$ cat src/rtl/vbk_pkg.sv
// rtl/vbk_pkg.sv - shared states and defaults for the vertical-blank interrupt / watchdog block
package vbk_pkg;

    typedef enum logic [1:0] {
        POR  = 2'd0,
        RUN  = 2'd1,
        BITE = 2'd2
    } state_t;

    localparam int WDOG_LIMIT_DEF  = 8;
    localparam int RES_STRETCH_DEF = 16;

endpackage

$ cat src/rtl/edge_rise.sv
// rtl/edge_rise.sv - registered rising-edge detector producing a one-cycle pulse per low->high transition
module edge_rise #(
    parameter logic RESET_VAL = 1'b1
) (
    input  logic clk,
    input  logic rst,
    input  logic d,
    output logic rise
);

    logic d_q;

    always_ff @(posedge clk) begin
        if (rst) begin
            d_q <= RESET_VAL;
        end else begin
            d_q <= d;
        end
    end

    // Feeds only registered logic in the parent, so the event lands on the sampling edge.
    assign rise = d & ~d_q;

endmodule

$ cat src/rtl/vbk_irq_watchdog.sv
// rtl/vbk_irq_watchdog.sv - per-frame vblank interrupt plus POR stretch and frame-counting watchdog reset
module vbk_irq_watchdog
    import vbk_pkg::*;
#(
    parameter int WDOG_LIMIT  = WDOG_LIMIT_DEF,
    parameter int RES_STRETCH = RES_STRETCH_DEF
) (
    input  logic MCKR,
    input  logic RESET,
    input  logic VBLANK,
    input  logic VBKACK_b,
    input  logic WDOG_b,
    input  logic WDOG_DIS,
    output logic VBKINIT_b,
    output logic SYSRES_b,
    output logic WDOG_FIRED
);

    localparam int WW = $clog2(WDOG_LIMIT + 1);
    localparam int SW = $clog2(RES_STRETCH);

    state_t         state, state_n;
    logic [SW-1:0]  stretch_cnt, stretch_n;
    logic [WW-1:0]  wd_cnt, wd_n;
    logic           vbkinit_n, sysres_n, fired_n;
    logic           frame_tick, ack_evt, kick_evt;

    edge_rise #(.RESET_VAL(1'b0)) u_vblank_edge (
        .clk  (MCKR),
        .rst  (RESET),
        .d    (VBLANK),
        .rise (frame_tick)
    );

    edge_rise #(.RESET_VAL(1'b1)) u_ack_edge (
        .clk  (MCKR),
        .rst  (RESET),
        .d    (VBKACK_b),
        .rise (ack_evt)
    );

    edge_rise #(.RESET_VAL(1'b1)) u_kick_edge (
        .clk  (MCKR),
        .rst  (RESET),
        .d    (WDOG_b),
        .rise (kick_evt)
    );

    always_ff @(posedge MCKR) begin
        if (RESET) begin
            state       <= POR;
            stretch_cnt <= '0;
            wd_cnt      <= '0;
            VBKINIT_b   <= 1'b1;
            SYSRES_b    <= 1'b0;
            WDOG_FIRED  <= 1'b0;
        end else begin
            state       <= state_n;
            stretch_cnt <= stretch_n;
            wd_cnt      <= wd_n;
            VBKINIT_b   <= vbkinit_n;
            SYSRES_b    <= sysres_n;
            WDOG_FIRED  <= fired_n;
        end
    end

    always_comb begin
        state_n   = state;
        stretch_n = stretch_cnt;
        wd_n      = wd_cnt;
        vbkinit_n = VBKINIT_b;
        fired_n   = WDOG_FIRED;

        case (state)
            RUN: begin
                if (frame_tick) begin
                    vbkinit_n = 1'b0;
                end else if (ack_evt) begin
                    vbkinit_n = 1'b1;
                end

                // Kick beats a coincident frame tick; disable pins the counter at zero.
                if (WDOG_DIS || kick_evt) begin
                    wd_n = '0;
                end else if (frame_tick) begin
                    if (wd_cnt == WW'(WDOG_LIMIT - 1)) begin
                        state_n   = BITE;
                        stretch_n = '0;
                        wd_n      = '0;
                        vbkinit_n = 1'b1;
                        fired_n   = 1'b1;
                    end else if (wd_cnt != WW'(WDOG_LIMIT)) begin
                        wd_n = wd_cnt + 1'b1;
                    end
                end
            end

            default: begin
                // POR and BITE share the stretch: CPU held in reset, events ignored.
                vbkinit_n = 1'b1;
                wd_n      = '0;
                if (stretch_cnt == SW'(RES_STRETCH - 1)) begin
                    state_n   = RUN;
                    stretch_n = '0;
                end else begin
                    stretch_n = stretch_cnt + 1'b1;
                end
            end
        endcase

        sysres_n = (state_n == RUN);
    end

endmodule

$ cat config.mk
export PLATFORM = sky130hd
export DESIGN_NAME = vbk_irq_watchdog
export DESIGN_NICKNAME = d
export VERILOG_FILES = /design/src/rtl/vbk_pkg.sv /design/src/rtl/edge_rise.sv /design/src/rtl/vbk_irq_watchdog.sv
export SDC_FILE = /design/constraint.sdc
export NUM_CORES = 1
export LEC_CHECK = 0
export CORE_MARGIN = 2
export CORE_UTILIZATION = 35
export DETAILED_ROUTE_END_ITERATION = 16
export GPL_TIMING_DRIVEN = 0
export PLACE_DENSITY = 0.52
export SLEW_MARGIN = 10
export SYNTH_ARGS = -nofsm -noshare
export SYNTH_HDL_FRONTEND = slang
export SYNTH_SLANG_ARGS = --single-unit
$ cat constraint.sdc
create_clock -name MCKR -period 2.1 [get_ports MCKR]
set_input_delay 0.42 -clock MCKR [delete_from_list [all_inputs] [get_ports MCKR]]
set_output_delay 0.42 -clock MCKR [all_outputs]
set_load 0.01 [all_outputs]
==> results of run 1 <==
worst max-delay path by stage:
stage / start / to / cells after the start
3_5_place_dp: VBLANK / wd_cnt[1]$_SDFFE_PP0P_ / 5
5_1_grt: VBLANK / wd_cnt[0]$_SDFFE_PP0P_ / 5
4_1_cts: WDOG_FIRED$_SDFFE_PP0P_ / WDOG_FIRED / 1
2_1_floorplan: VBLANK / VBKINIT_b$_SDFF_PP1_ / 4
3_3_place_gp: VBLANK / wd_cnt[1]$_SDFFE_PP0P_ / 5
6_report: WDOG_FIRED$_SDFFE_PP0P_ / WDOG_FIRED / 1
cell usage after synthesis, drive strengths merged:
| cell | instances | share of area |
|---|---|---|
| buf | 1 | 0.010 |
| and4bb | 1 | 0.022 |
| mux2i | 1 | 0.014 |
| a21o | 2 | 0.022 |
| a211oi | 1 | 0.010 |
| and2b | 1 | 0.010 |
| xnor2 | 1 | 0.012 |
| nor3b | 1 | 0.010 |
| nor2 | 7 | 0.036 |
| or2 | 3 | 0.029 |
| a41oi | 1 | 0.012 |
| nand4b | 2 | 0.045 |
| xor2 | 1 | 0.012 |
| a31oi | 2 | 0.017 |
| nand2 | 6 | 0.031 |
| nand2b | 2 | 0.017 |
| nor2b | 2 | 0.017 |
| or3 | 1 | 0.0086 |
| ha | 3 | 0.052 |
| o32ai | 1 | 0.012 |
| nor3 | 2 | 0.014 |
| or2b | 1 | 0.012 |
| a21oi | 8 | 0.065 |
| dfxtp | 16 | 0.44 |
| inv | 5 | 0.026 |
| o21ai | 2 | 0.014 |
| nand4 | 1 | 0.0086 |
| nand3 | 3 | 0.021 |
through the flow:
| stage | total power [W] | instances | setup WS [ns] | utilization | area, µm² |
|---|---|---|---|---|---|
| 6_report | 0.000512 | 116 | 0.537 | 0.441 | 865 |
| 4_1_cts | 0.000521 | 116 | 0.517 | 0.441 | 865 |
| 2_1_floorplan | 0.000348 | 78 | 0.865 | - | 728 |
| 3_5_place_dp | 0.000364 | 113 | 0.278 | 0.429 | 842 |
| 3_3_place_gp | 0.000364 | 113 | 0.265 | 0.429 | 842 |
| 5_1_grt | 0.000541 | 116 | 0.433 | 0.441 | 865 |
cell type report:
class	count	share of cell area
inverters	5	0.0217
repair buffers	8	0.0926
clock buffers	3	0.0260
multi-input cells	56	0.441
well taps	27	0.0391
plain buffers	1	0.00868
flip-flops and latches	16	0.370
sequential cells by signal, indices dropped and copies added, names as in the netlist:
| name | cells |
|---|---|
| u_kick_edge.d_q | 1 |
| SYSRES_b | 1 |
| wd_cnt | 4 |
| u_vblank_edge.d_q | 1 |
| WDOG_FIRED | 1 |
| stretch_cnt | 4 |
| state | 2 |
| u_ack_edge.d_q | 1 |
| VBKINIT_b | 1 |
power groups by stage:
stage | logic, W | registers (W) | clock network, W
3_3_place_gp | 0.0000393 | 0.000325 | 0
4_1_cts | 0.0000398 | 0.000318 | 0.000163
3_5_place_dp | 0.0000395 | 0.000325 | 0
5_1_grt | 0.0000446 | 0.000320 | 0.000176
6_report | 0.0000391 | 0.000318 | 0.000155
2_1_floorplan | 0.0000246 | 0.000323 | 0
worst min-delay path, stage by stage, from the launching register on:
cell,delay [ns]
dfxtp_1,0.32
inv_1,0.06
a21oi_2,0.04
cell families after synthesis:
logic type               count (synthesis)  share of synthesized area
XOR/XNOR                                 2                     0.0241
adder cells (fa/ha/maj)                  3                     0.0516
AND/OR/NAND/NOR                         33                      0.282
multiplexers                             1                     0.0137
AO/OA/AOI/OAI                           17                      0.153
buffers and inverters                    6                     0.0361
flip-flops                              16                      0.440
per-layer routing:
| metal | up-vias | part of all wire | routed length (µm) | track usage |
|---|---|---|---|---|
| li1 | 294 | - | - | - |
| met1 | 254 | 0.51 | 646 | 0.137 |
| met2 | 6 | 0.43 | 550 | 0.187 |
| met3 | 2 | 0.045 | 57 | 0.0333 |
| met4 | 0 | 0.0095 | 12 | 0.0694 |
| met5 | - | 0 | 0 | 0 |
==> results.toml, run 1 <==
[clock_network]
cts_setup_buffers = 0
ctsHoldBuffers = 0
clock-sinks = 16
tritoncts = "done"
path_clk_slew_ns = 0.09
cts-buffers-inserted = 3
cts-resized-gates = 0
cts_root_buffer = "clkbuf_4"
cts_buffer_depth = 2
worstSkewPairLatency_ns = 0.28
cts_max_level = 1

[yosys]
ys_seq_area_frac = 0.440
synthesis.area_um2 = 728
synth_cell_types = 32
synth_seq_cells = 16
yosysWarnings = 0
syn_nets = 87
syn_area_per_cell_um2 = 9.34
syn_inst = 78

[cells_and_area]
fin_nets = 100
final_common_cell = "dfxtp_1"
drive_gt1_frac = 0.146
final_cell_mix = "16 x dfxtp_1, 8 x clkdlybuf4s50_1, 7 x nor2_1, 6 x nand2_1, 6 x a21oi_1"
ff_latch_area_um2 = 320
nFillCells = 224
n_antenna_cell = 0
multi_input_area_um2 = 382
area_growth_pct = 18.7

[critical_path]
cp_num_buf_inv = 1
r2r_slack_ns = 0.79
crit_path_max_fanout = 2
critPathLaunchType = "flop"
cp_top_family = "buffers and inverters"
worstReg2RegEnd = "wd_cnt[1]$_SDFFE_PP0P_"
max_stage_delay_ns = 0.54
required_ns = 1.68
r2r_start = "wd_cnt[0]$_SDFFE_PP0P_"
criticalPathCategory = "reg2out"
endpoint_kind = "primary output"
worstPathCellList = "clkdlybuf4s50_1"
reg2reg_depth = 6
slowest_stage = "clkdlybuf4s50_1"
critPathArrivalTime_ns = 1.14

[floorplan]
ios = 9
die_y_um = 49.6
num_rows = 16
die_x_um = 49.6
initial_utilization = 0.371
die_area_mm2 = 0.00246
core-area_mm2 = 0.00196

[sta]
finalMaxSlewViolations = 0
timing.fmax_mhz = 640
hold_slack_ns = 0.455
min_period_over_period = 0.744
hold_viol = 0
period_minus_slack_ns = 1.56
maxSlewHeadroom = 0.773
clock_skew_ns = 0.00195
setup_tns_ns = 0
rsz0062_at_grt = "false"
worst_pin_slew_ns = 0.337
setup_viol = 0

[grt]
antenna_found_initial = 0
gr-total-overflow = 0
grt_start_max_net_pins = 11
track_usage = 0.116
first_global_vias = 545
grt_pass1_wl_um = 2200

[detailed_routing]
route.detailed.drc = 0
firstDrtPassIters = 4
drtIter0Drc = 11
viasPerCell = 4.79
postRouteAntennaNets = 0
avgRoutedWirePerCell_um = 10.9
vias = 556
wl_um = 1270

[min_path]
worstHoldStart = "WDOG_FIRED$_SDFFE_PP0P_"
min_path_type = "reg2reg"
holdPathStages = 2
whs_endpoint = "WDOG_FIRED$_SDFFE_PP0P_"

[power]
pwr-share-seq = 0.620
power_switching_w = 0.000112
power.share.clock = 0.303
sw_frac_of_total = 0.219
peakVddDrop_uv = 231
pwr-share-comb = 0.076
power.internal_w = 0.000400
p_leak_nw = 0.352
powerDensity_mw_per_mm2 = 593

[placement]
place_congestion = 0.788
hpwl_um = 935
portBuffers = 8

[status]
status = "complete, no violations"

[job]
maxCapViolations = 0
Note: power is estimated with default switching activity, not from simulation.
==> inputs of run 2 (changes only) <==
--- a/config.mk
+++ b/config.mk
@@ -9,7 +9,7 @@
 export CORE_UTILIZATION = 35
 export DETAILED_ROUTE_END_ITERATION = 16
 export GPL_TIMING_DRIVEN = 0
-export PLACE_DENSITY = 0.52
+export PLACE_DENSITY = 0.54
 export SLEW_MARGIN = 10
 export SYNTH_ARGS = -nofsm -noshare
 export SYNTH_HDL_FRONTEND = slang
==> constraint.sdc (replaced) <==
create_clock -name MCKR -period 1.3 [get_ports MCKR]
set_input_delay 0.26 -clock MCKR [delete_from_list [all_inputs] [get_ports MCKR]]
set_output_delay 0.26 -clock MCKR [all_outputs]
set_load 0.01 [all_outputs]
==> run 2 against run 1 <==
Global-route usage up 0.35 points. Die area unchanged. Sequential share of layout area down 0.70 points. Register-to-register slack worse by 0.76 ns. Via count up 1.1%. Setup slack worse by 0.51 ns. Core utilization up 1.7 points. Power up 77%. Critical endpoint is now WDOG_FIRED$_SDFFE_PP0P_. Highest routed layer unchanged.
==> results.toml, run 2 (synthesized netlist as in run 1, its figures left out) <==
[critical_path]
endpoint_kind = "flop"
critPathLaunchType = "flop"
cp_num_buf_inv = 0
critPathArrivalTime_ns = 1.50
reg2reg_depth = 4
crit_path_max_fanout = 6
r2r_slack_ns = 0.03
required_ns = 1.53
criticalPathCategory = "reg2reg"
r2r_start = "u_vblank_edge.d_q$_SDFF_PP0_"
worstPathCellList = "and4bb_4 -> nand4b_4 -> or2_4 -> a21oi_2"
cp_top_family = "simple AND/OR/NAND/NOR gates"
slowest_stage = "and4bb_4"
worstReg2RegEnd = "WDOG_FIRED$_SDFFE_PP0P_"
max_stage_delay_ns = 0.34

[cells_and_area]
drive_gt1_frac = 0.264
fin_nets = 101
area_growth_pct = 23.4
final_util = 0.458
multi_input_area_um2 = 393
ff_latch_area_um2 = 327
nFillCells = 215
final_common_cell = "dfxtp_1"
final_cell_mix = "11 x dfxtp_1, 7 x nor2_1, 6 x nand2_1, 6 x a21oi_1"
fin_area_um2 = 898
fin_cells = 118
n_antenna_cell = 0
top_regs = "stretch_cnt: 4 flops, wd_cnt: 4 flops, state: 2 flops"

[detailed_routing]
route.detailed.drc = 0
viasPerCell = 4.76
postRouteAntennaNets = 0
vias = 562
firstDrtPassIters = 4
drtIter0Drc = 3
avgRoutedWirePerCell_um = 11.3
wl_um = 1340

[clock_network]
cts-buffers-inserted = 3
clock-sinks = 16
tritoncts = "done"
cts_max_level = 1
ctsHoldBuffers = 0
cts_root_buffer = "clkbuf_4"
worstSkewPairLatency_ns = 0.28
cts_buffer_depth = 2
path_clk_slew_ns = 0.09

[sta]
maxSlewHeadroom = 0.840
hold_viol = 0
setup_viol = 0
finalMaxSlewViolations = 0
clock_skew_ns = 0.00129
worst_pin_slew_ns = 0.238
setup_tns_ns = 0
rsz0062_at_grt = "true"
period_minus_slack_ns = 1.27
timing.fmax_mhz = 788
min_period_over_period = 0.976

[floorplan]
initial_utilization = 0.371
num_rows = 16
die_x_um = 49.6
ios = 9
core-area_mm2 = 0.00196
die_area_mm2 = 0.00246
die_y_um = 49.6

[status]
status = "complete, no violations"

[grt]
first_global_vias = 528
track_usage = 0.120
antenna_found_initial = 0
grt_start_max_net_pins = 11
gr-total-overflow = 0
grt_pass1_wl_um = 2250

[min_path]
worstHoldStart = "VBLANK"
whs_endpoint = "u_vblank_edge.d_q$_SDFF_PP0_"
min_path_type = "in2reg"
holdPathStages = 2

[power]
powerDensity_mw_per_mm2 = 1010
power_w = 0.000909
peakVddDrop_uv = 371
p_leak_nw = 0.372

[placement]
dp.cells = 113
placed_area_um2 = 842
place_congestion = 0.774
portBuffers = 8
hpwl_um = 965

[job]
maxCapViolations = 0
[run 2: through the flow]
step	setup slack, ns	hold WS [ns]
final	0.0311	0.368
after global routing	-0.0209	0.387
after CTS	0.0000189	0.360
after detailed placement	-0.369	0.448
after global placement	-0.368	0.446
after floorplan	0.0835	0.332
[run 2: routing by layer]
layer | GRT usage | vias to the layer above | part of all wire
met3 | 0.0303 | 2 | 0.046
met5 | 0 | - | 0
met2 | 0.176 | 14 | 0.43
met4 | 0.0741 | 0 | 0.0097
li1 | - | 299 | -
met1 | 0.157 | 247 | 0.51
[run 2: cell type report]
cell class,count,area share
Timing Repair Buffer,9,0.0919
Sequential cell,16,0.364
Clock buffer,4,0.0404
Buffer,1,0.00836
Multi-Input combinational cell,56,0.437
Tap cell,27,0.0376
Inverter,5,0.0209
[run 2: worst register-to-register path, cell delays in order, from the launching register on]
cell and delay (ns):
dfxtp_2 0.33, and4bb_4 0.34, nand4b_4 0.15, or2_4 0.27
a21oi_2 0.12
[run 2: report_power, final]
group          internal, W  total [W]  switching (W)
clock             0.000170   0.000328       0.000158
sequential        0.000504   0.000515      0.0000110
combinational    0.0000368  0.0000655      0.0000287
[run 2: worst max path at each step]
stage,start,end,slack [ns],cells after the start
after global routing,u_vblank_edge.d_q$_SDFF_PP0_,WDOG_FIRED$_SDFFE_PP0P_,-0.02,4
after global placement,VBLANK,wd_cnt[1]$_SDFFE_PP0P_,-0.37,5
after CTS,wd_cnt[1]$_SDFFE_PP0P_,WDOG_FIRED$_SDFFE_PP0P_,0.00002,4
after detailed placement,VBLANK,wd_cnt[1]$_SDFFE_PP0P_,-0.37,5
final,u_vblank_edge.d_q$_SDFF_PP0_,WDOG_FIRED$_SDFFE_PP0P_,0.03,4
after floorplan,wd_cnt[0]$_SDFFE_PP0P_,wd_cnt[1]$_SDFFE_PP0P_,0.08,6
[run 2: repair_timing]
| action | 4_1_cts | 5_1_grt |
|---|---|---|
| pin swaps | 1 | 1 |
| gates cloned | 0 | 0 |
| endpoints found under the setup margin | 6 | 7 |
| buffers inserted | 1 | 0 |
| gates resized for setup | 8 | 6 |
==> inputs of run 3 (changes only) <==
--- a/config.mk
+++ b/config.mk
@@ -5,12 +5,14 @@
 export SDC_FILE = /design/constraint.sdc
 export NUM_CORES = 1
 export LEC_CHECK = 0
+export CORE_ASPECT_RATIO = 0.6
 export CORE_MARGIN = 2
 export CORE_UTILIZATION = 35
 export DETAILED_ROUTE_END_ITERATION = 16
 export GPL_TIMING_DRIVEN = 0
-export PLACE_DENSITY = 0.54
+export PLACE_DENSITY = 0.51
 export SLEW_MARGIN = 10
 export SYNTH_ARGS = -nofsm -noshare
 export SYNTH_HDL_FRONTEND = slang
+export SYNTH_HIERARCHICAL = 1
 export SYNTH_SLANG_ARGS = --single-unit
==> constraint.sdc (replaced) <==
create_clock -name MCKR -period 1.43 [get_ports MCKR]
set_input_delay 0.286 -clock MCKR [delete_from_list [all_inputs] [get_ports MCKR]]
set_output_delay 0.286 -clock MCKR [all_outputs]
set_load 0.01 [all_outputs]
==> run 3 against run 2 <==
Count of clock-buffer cells in the layout is the same. Global-route usage grew 3.6 points. Combinational power shrank 2%. Sequential share of layout area shrank 3.6 points. Design area grew 11%. Die area grew 4.1%. Power shrank 8.2%. Core utilization grew 5.9 points. Largest cell class unchanged. Largest power group unchanged.
==> results.toml, run 3 <==
[yosys]
synth_area_leaders = "dfxtp_1 42%, ha_1 5.0%, a21oi_1 4.0%"
syn_nets = 89
synthesis.area_um2 = 757
synth_edf_count = 0
synth_cell_types = 31
ys_seq_area_frac = 0.423
syn_area_per_cell_um2 = 9.46
syn_inst = 80
synth_seq_cells = 16
synth_area_leader_cell = "dfxtp_1"
async_flop_share = 0
synth_flop_cell = "dfxtp_1"
yosysWarnings = 6
synth_top_cell_area_share = 0.423
post-synth-top-count-cell = "dfxtp_1"
yosys-top-cells-count = "16 x dfxtp_1, 6 x a21oi_1, 5 x inv_1, 5 x nand3_1"

[power]
power.share.clock = 0.368
powerDensity_mw_per_mm2 = 834
pwr-share-seq = 0.555
power_switching_w = 0.000194
power.internal_w = 0.000641
p_leak_nw = 0.380
pwr-share-comb = 0.077
power_w = 0.000835
peakVddDrop_uv = 589
sw_frac_of_total = 0.232

[sta]
rsz0062_at_grt = "false"
setup_viol = 0
clock_skew_ns = 0.00326
period_minus_slack_ns = 1.38
hold_viol = 0
maxSlewHeadroom = 0.712
worst_pin_slew_ns = 0.427
fin_ws_ns = 0.0506
min_period_over_period = 0.965
finalMaxSlewViolations = 0
timing.fmax_mhz = 725

[cells_and_area]
fin_area_mm2 = 0.00100
drive_gt1_frac = 0.289
n_antenna_cell = 0
final_cell_mix = "14 x dfxtp_1, 5 x nand3_1, 5 x a21oi_1, 5 x buf_4"
top_regs = "stretch_cnt: 4 flops, wd_cnt: 4 flops, state: 2 flops"
fin_nets = 107
area_growth_pct = 32.2
final_util = 0.517
final_common_cell = "dfxtp_1"

[floorplan]
num_rows = 12
die_area_mm2 = 0.00256
die_y_um = 40.0
core-area_mm2 = 0.00194
initial_utilization = 0.391
ios = 9
die_x_um = 64.0

[grt]
antenna_found_initial = 0
gr-total-overflow = 0
grt_pass1_wl_um = 2840
grt_use_met1 = 0.212
track_usage = 0.156
grt_use_met3 = 0.0702
grt_busiest_layer = "met2"
grt_start_max_net_pins = 11
use_met2 = 0.219
first_global_vias = 586

[detailed_routing]
vias = 629
viasPerCell = 5.03
wl_um = 1660
drtIter0Drc = 35
route.detailed.drc = 0
avgRoutedWirePerCell_um = 13.2
firstDrtPassIters = 4
postRouteAntennaNets = 0

[critical_path]
critPathArrivalTime_ns = 1.61
max_stage_delay_ns = 0.42
endpoint_kind = "flop"
criticalPathCategory = "reg2reg"
worstPathCellList = "inv_2 -> ha_4 -> and3b_1 -> or4_4 -> a21oi_2"
slowest_stage = "or4_4"
critPathLaunchType = "flop"
crit_path_max_fanout = 3
required_ns = 1.66

[clock_network]
path_clk_slew_ns = 0.10
worstSkewPairLatency_ns = 0.29
clock-sinks = 16
cts_max_level = 1
cts-buffers-inserted = 3
tritoncts = "done"
cts_buffer_depth = 2
cts_root_buffer = "clkbuf_4"

[job]
maxCapViolations = 0

[placement]
place_congestion = 0.759
portBuffers = 8
hpwl_um = 1100
placed_area_um2 = 872
place_ws_ns = -0.442

[min_path]
min_path_type = "in2reg"

[status]
status = "complete, no violations"
## run 3: path summary, 6_finish.rpt
check,from,end,slack [ns],cells after the start
worst max-delay path,wd_cnt[0]$_SDFFE_PP0P_,wd_cnt[2]$_SDFFE_PP0P_,0.05,5
worst min-delay path,VBLANK,u_vblank_edge/d_q$_SDFF_PP0_,0.36,2
worst max register to register,wd_cnt[0]$_SDFFE_PP0P_,wd_cnt[2]$_SDFFE_PP0P_,0.05,5
worst min register to register,WDOG_FIRED$_SDFFE_PP0P_,WDOG_FIRED$_SDFFE_PP0P_,0.46,2
## run 3: power groups by stage
stage                     sequential (W)  clock, W  combinational [W]
after global routing            0.000465  0.000348          0.0000710
after detailed placement        0.000477         0          0.0000594
after CTS                       0.000465  0.000315          0.0000624
final                           0.000464  0.000307          0.0000639
after global placement          0.000477         0          0.0000598
after floorplan                 0.000474         0          0.0000346
## run 3: cells by family (layout without fill, tap and decap cells)
group / count (synthesis) / count (layout) / share of synthesized area
and+or+nand+nor: 35 / 35 / 0.329
buffers and inverters: 6 / 23 / 0.0297
AOI/OAI and AO/OA: 20 / 20 / 0.169
DFF: 16 / 16 / 0.423
adders and majority gates: 3 / 3 / 0.0496
## run 3: metal layers
metal / vias to the layer above / share of wire
met1: 291 / 0.57
met5: - / 0
met2: 10 / 0.37
li1: 326 / -
met4: 0 / 0.0066
met3: 2 / 0.057
## run 3: critical path, delay by kind of cell, from the launching register on
kind,cells,cell delay (ns)
AOI/OAI and AO/OA,1,0.14
adders and majority gates,1,0.15
buffers and inverters,1,0.05
DFF,1,0.38
and+or+nand+nor,2,0.59
## run 3: cell type report
type / count / area [µm²]
plain buffers: 1 / 5.00
flip-flops and latches: 16 / 328
multi-input cells: 58 / 462
repair buffers: 13 / 116
inverters: 5 / 18.8
fillers: 174 / 936
clock buffers: 4 / 36.3
well taps: 28 / 35.0
## run 3: stage by stage
stage | hold slack [ns] | setup TNS [ns] | cells
finish | 0.360 | 0 | 125
global route | 0.349 | 0 | 125
global placement | 0.441 | -4.56 | 116
CTS | 0.363 | 0 | 124
floorplan | 0.350 | 0 | 80
detailed placement | 0.443 | -4.56 | 116
## run 3: repair_timing
action | CTS | global route
hold buffers | 0 | 0
setup endpoints to repair | 12 | 9
setup buffers | 4 | 1
pin swaps | 6 | 2
resized for setup | 9 | 13
